==> src/rtl/pipeline_stage_reg.sv <==
// Pipeline stage register with a one-entry skid buffer.
// Holds up to two entries (main + skid) so that IN_READY can be decoded
// purely from registered state while still sustaining one transfer per
// cycle. FLUSH discards all held entries synchronously. When the stage
// is empty, OUT_CTRL presents BUBBLE_CTRL so downstream sees a harmless
// no-op control word.
module pipeline_stage_reg #(
    parameter int                    DATA_WIDTH  = 128,
    parameter int                    CTRL_WIDTH  = 24,
    parameter logic [CTRL_WIDTH-1:0] BUBBLE_CTRL = '0
) (
    input  logic                  CLK,
    input  logic                  RESET,
    input  logic                  IN_VALID,
    output logic                  IN_READY,
    input  logic [DATA_WIDTH-1:0] IN_DATA,
    input  logic [CTRL_WIDTH-1:0] IN_CTRL,
    output logic                  OUT_VALID,
    input  logic                  OUT_READY,
    output logic [DATA_WIDTH-1:0] OUT_DATA,
    output logic [CTRL_WIDTH-1:0] OUT_CTRL,
    input  logic                  FLUSH,
    output logic [1:0]            OCCUPANCY
);

    // Encoding equals the number of held entries, so OCCUPANCY is the state.
    typedef enum logic [1:0] {
        EMPTY = 2'd0,
        FULL  = 2'd1,
        SKID  = 2'd2
    } state_t;

    state_t                  state;
    state_t                  state_next;

    logic [DATA_WIDTH-1:0]   main_data;
    logic [CTRL_WIDTH-1:0]   main_ctrl;
    logic [DATA_WIDTH-1:0]   skid_data;
    logic [CTRL_WIDTH-1:0]   skid_ctrl;

    logic                    in_fire;
    logic                    out_fire;
    logic                    load_main_in;
    logic                    load_main_skid;
    logic                    load_skid;

    // Handshake outputs depend on registered state only.
    assign IN_READY  = (state != SKID);
    assign OUT_VALID = (state != EMPTY);
    assign OCCUPANCY = state;
    assign OUT_DATA  = main_data;
    assign OUT_CTRL  = (state == EMPTY) ? BUBBLE_CTRL : main_ctrl;

    assign in_fire   = IN_VALID  && IN_READY;
    assign out_fire  = OUT_VALID && OUT_READY;

    // State register.
    // NOTE: sequential state uses non-blocking (<=) so every flop samples
    // pre-edge values; blocking here would create order-dependent races.
    always_ff @(posedge CLK or negedge RESET) begin
        if (!RESET) begin
            state <= EMPTY;
        end else begin
            state <= state_next;
        end
    end

    // Next-state and register-load decode.
    // NOTE: every output of this block gets a default first, so no path
    // leaves a signal unassigned and no latch is inferred.
    always_comb begin
        state_next     = state;
        load_main_in   = 1'b0;
        load_main_skid = 1'b0;
        load_skid      = 1'b0;

        unique case (state)
            EMPTY: begin
                if (in_fire) begin
                    load_main_in = 1'b1;
                    state_next   = FULL;
                end
            end
            FULL: begin
                if (in_fire && out_fire) begin
                    load_main_in = 1'b1;
                end else if (in_fire) begin
                    load_skid  = 1'b1;
                    state_next = SKID;
                end else if (out_fire) begin
                    state_next = EMPTY;
                end
            end
            SKID: begin
                if (out_fire) begin
                    load_main_skid = 1'b1;
                    state_next     = FULL;
                end
            end
            default: begin
                state_next = EMPTY;
            end
        endcase

        // Flush wins over everything: the offered entry is dropped and any
        // entry consumed at this edge needs no further action.
        if (FLUSH) begin
            state_next     = EMPTY;
            load_main_in   = 1'b0;
            load_main_skid = 1'b0;
            load_skid      = 1'b0;
        end
    end

    // Main and skid payload registers.
    // NOTE: payload registers are reset as well, because OUT_DATA must read
    // zero during reset rather than whatever the flops powered up with.
    always_ff @(posedge CLK or negedge RESET) begin
        if (!RESET) begin
            main_data <= '0;
            main_ctrl <= '0;
            skid_data <= '0;
            skid_ctrl <= '0;
        end else begin
            if (load_main_in) begin
                main_data <= IN_DATA;
                main_ctrl <= IN_CTRL;
            end else if (load_main_skid) begin
                main_data <= skid_data;
                main_ctrl <= skid_ctrl;
            end
            if (load_skid) begin
                skid_data <= IN_DATA;
                skid_ctrl <= IN_CTRL;
            end
        end
    end

endmodule
==> config.mk <==
export PLATFORM = sky130hd
export DESIGN_NAME = pipeline_stage_reg
export DESIGN_NICKNAME = d
export VERILOG_FILES = /design/src/rtl/pipeline_stage_reg.sv
export SDC_FILE = /design/constraint.sdc
export NUM_CORES = 1
export LEC_CHECK = 0
export BUFFER_PORTS_ARGS = -buffer_cell sky130_fd_sc_hd__buf_2
export CAP_MARGIN = 20
export CORE_MARGIN = 2
export CORE_UTILIZATION = 58
export CTS_CLUSTER_DIAMETER = 40
export DETAILED_ROUTE_END_ITERATION = 8
export PLACE_DENSITY = 0.89
export SLEW_MARGIN = 5
export SYNTH_ARGS = -nofsm -noshare
export SYNTH_HDL_FRONTEND = slang
export SYNTH_SLANG_ARGS = --single-unit
export TNS_END_PERCENT = 100
==> constraint.sdc <==
create_clock -name CLK -period 5.07 [get_ports CLK]
set_clock_uncertainty 0.2 [all_clocks]
set_input_delay 0.507 -clock CLK [delete_from_list [all_inputs] [get_ports CLK]]
set_output_delay 0.507 -clock CLK [all_outputs]
set_load 0.01 [all_outputs]
==> results.md <==
- Run status: complete, no violations
- CTS tree: built
- Routed met3 length: 1820 µm
- Fill cell count: 1490
- Peak Freq: 310 MHz
- Synthesized flop and latch total: 306
- Final setup TNS: 0 ns
- Hold path depth: 2
- Worst rel slew slack: 23.0%
- Syn avg cell area: 15.5 µm²
- DRT Wirelength: 28700 µm
- Metal2 WL: 14600 µm
- Tightest Pin Transition: 1.15 ns
- CP endpoint kind: register
- Die height: 156 µm
- Max cap viols: 0
- Fin. Hold Viols: 0
- Largest fanout on the critical path: 130
- Worst path required time: 5.25 ns
- Top Layer Used: met5
- Initial Utilization: 58.9%
- Core area: 22600 µm²
- Worst setup SP type: register
- Seq/Total Area, Yosys: 57.4%
- Post-DR vias/cell: 5.48
- Fin crit share: 63.5%
- Clock Tree Buf Depth: 3
- Power Density: 515 nW/µm²
- Total global routing overflow: 0
- Area Overhead vs Synth: 23.2%
- Drt wl/cell: 19.3 µm
- Largest net degree at the start of global routing: 131
- Max Slew Vio Count: 0
- DR vias: 8120
- Share of cells above drive strength 1: 64.1%
- Post-route ant nets: 0
- Multi-input gate area: 5420 µm²
- CTS sink cnt: 306
- LEAKAGE: 7.92 nW
- GPL Wtd Cong: 0.819
- Wl on met1: 11100 µm
- Post-Place Setup Slack: 1.78 ns
- Post-CTS sizing: 0
- Syn Nets: 1015
- Final Setup Violations: 0
- Register-to-Register Path Depth: 5
- I/O Buffers: 312
- GRT Resource Usage Total: 23.7%
- Clock transition at path regs: 0.06 ns
- Fin crit period: 3.22 ns
- Ports: 313
- First-pass GRT wire length: 45800 µm
- DP HPWL: 18900 µm
- Htree depth: 2
- PnR worst setup slack: 1.85 ns
- RSZ-0062 raised after global routing: no
- Initial DRC count: 289
- Skew-Pair Late Insertion Delay: 0.50 ns
- Initial antenna violation count: 4
- Mapped cell area: 13300 µm²
- Root Buffer: clkbuf_16
- Mapped Cells: 858
- Chip width: 156 µm
- Nets@finish: 1327
- Setup CP Type: register to register
- Yosys warnings: 0
- Full die area: 24200 µm²
- # DRC: 0
- Hold Crit Class: input port to register
- Unique cell type count in the Yosys netlist: 22
- Vias in the first global route: 8767
- Placement Rows: 55
- CP Data Arrival Time: 3.41 ns
- Storage cell area: 7660 µm²
- Peak supply drop: 0.339 mV
- Total CTS buffers: 39
- 1st-pass router iterations: 6
[cell usage in the layout, fill, tap and decap left out, types with 4 or more instances in the layout]
cell type   instances
nor2_1              5
clkinv_4            5
buf_4               4
buf_12              5
clkbuf_16          41
buf_2             311
mux2_2            378
nor2b_1            24
mux2_1             74
clkinv_2            5
dfrtp_1           306
clkinvlp_4          4
clkbuf_8            5
[cells by family (layout without fill, tap and decap cells)]
logic type,count (synthesis),in the layout,synth area share [%]
simple gates,38,38,1.72
mux,455,455,38.4
other cells,0,3,0
compound gates,6,6,0.291
flops,306,306,57.4
buf+inv,53,390,2.20
[cells in the mapped netlist]
cell type    n  area share [%]
nor3b_2      1           0.094
nand3_1      1           0.037
nand2b_1     3            0.14
nand2_1      1           0.028
and3_1       1           0.047
buf_2       33             1.2
mux2_2     378              32
inv_1        2           0.056
mux2i_1      3            0.23
dfrtp_1    306              57
clkbuf_1     7            0.20
nand2_2      1           0.047
a21oi_1      3            0.11
mux2_1      74             6.2
o21ai_0      1           0.037
nor2b_1     24             1.1
nor3b_1      1           0.056
nor2_1       5            0.14
buf_1        4            0.11
a211oi_1     1           0.056
buf_6        7            0.59
o21bai_2     1           0.084
[layout make-up]
class | instances | area share, %
Antenna cell | 3 | 0.0457
Clock buffer | 49 | 6.73
Clock inverter | 17 | 1.02
Inverter | 2 | 0.0457
Multi-Input combinational cell | 499 | 33.0
Sequential cell | 306 | 46.6
Tap cell | 285 | 2.17
Timing Repair Buffer | 322 | 10.4
[path summary, 6_finish.rpt]
| check | to | slack (ns) | from |
|---|---|---|---|
| worst max-delay path | OUT_DATA[44]$_DFFE_PN0P_ | 1.85 | OCCUPANCY[1]$_DFFE_PN0P_ |
| worst min-delay path | skid_data[104]$_DFFE_PN0P_ | 0.03 | IN_DATA[104] |
| worst max register to register | OUT_DATA[44]$_DFFE_PN0P_ | 1.85 | OCCUPANCY[1]$_DFFE_PN0P_ |
| worst min register to register | skid_data[111]$_DFFE_PN0P_ | 0.29 | skid_data[111]$_DFFE_PN0P_ |
| max in group asynchronous | main_ctrl[11]$_DFFE_PN0P_ | 3.12 | RESET |
| min in group asynchronous | OUT_DATA[81]$_DFFE_PN0P_ | 0.50 | RESET |
[power by group]
group | switching [mW] | leakage [nW] | total (mW) | internal (mW)
registers | 0.406 | 3.74 | 3.68 | 3.27
clock network | 1.01 | 0.618 | 2.66 | 1.65
logic | 0.916 | 3.56 | 2.12 | 1.21
[what timing repair did]
action | CTS | global route
endpoints found under the hold margin | 121 | 0
hold buffers | 1 | 0
setup buffers | 0 | 0
[routing by layer]
metal	GRT usage [%]	vias up
met5	0	-
met4	10.0	2
met3	6.53	75
met2	40.4	242
met1	28.4	4100
li1	-	3701
[flip-flops by register name, summed over array words and instances (netlist names)]
signal     cells
main_ctrl     24
OUT_DATA     128
OCCUPANCY      2
skid_data    128
skid_ctrl     24
[critical path, cell delays in order, from the launching register on]
cell,delay [ns]
dfrtp_1,0.45
nor3b_2,0.49
nand2_8,0.57
buf_4,0.55
mux2_1,0.35
mux2_2,0.26
[per-stage QoR]
stage / hold WS [ns] / utilization [%] / instance area [µm²] / instances / power (mW)
after floorplan: 0.0114 / - / 13300 / 858 / 4.94
after global placement: 0.268 / 66.9 / 15100 / 1413 / 5.68
after detailed placement: 0.278 / 66.9 / 15100 / 1413 / 5.84
after CTS: 0.00512 / 72.5 / 16400 / 1480 / 8.55
after global routing: 0.0224 / 72.6 / 16400 / 1483 / 8.89
final: 0.0279 / 72.6 / 16400 / 1483 / 8.46
Note: power is estimated with default switching activity, not from simulation.
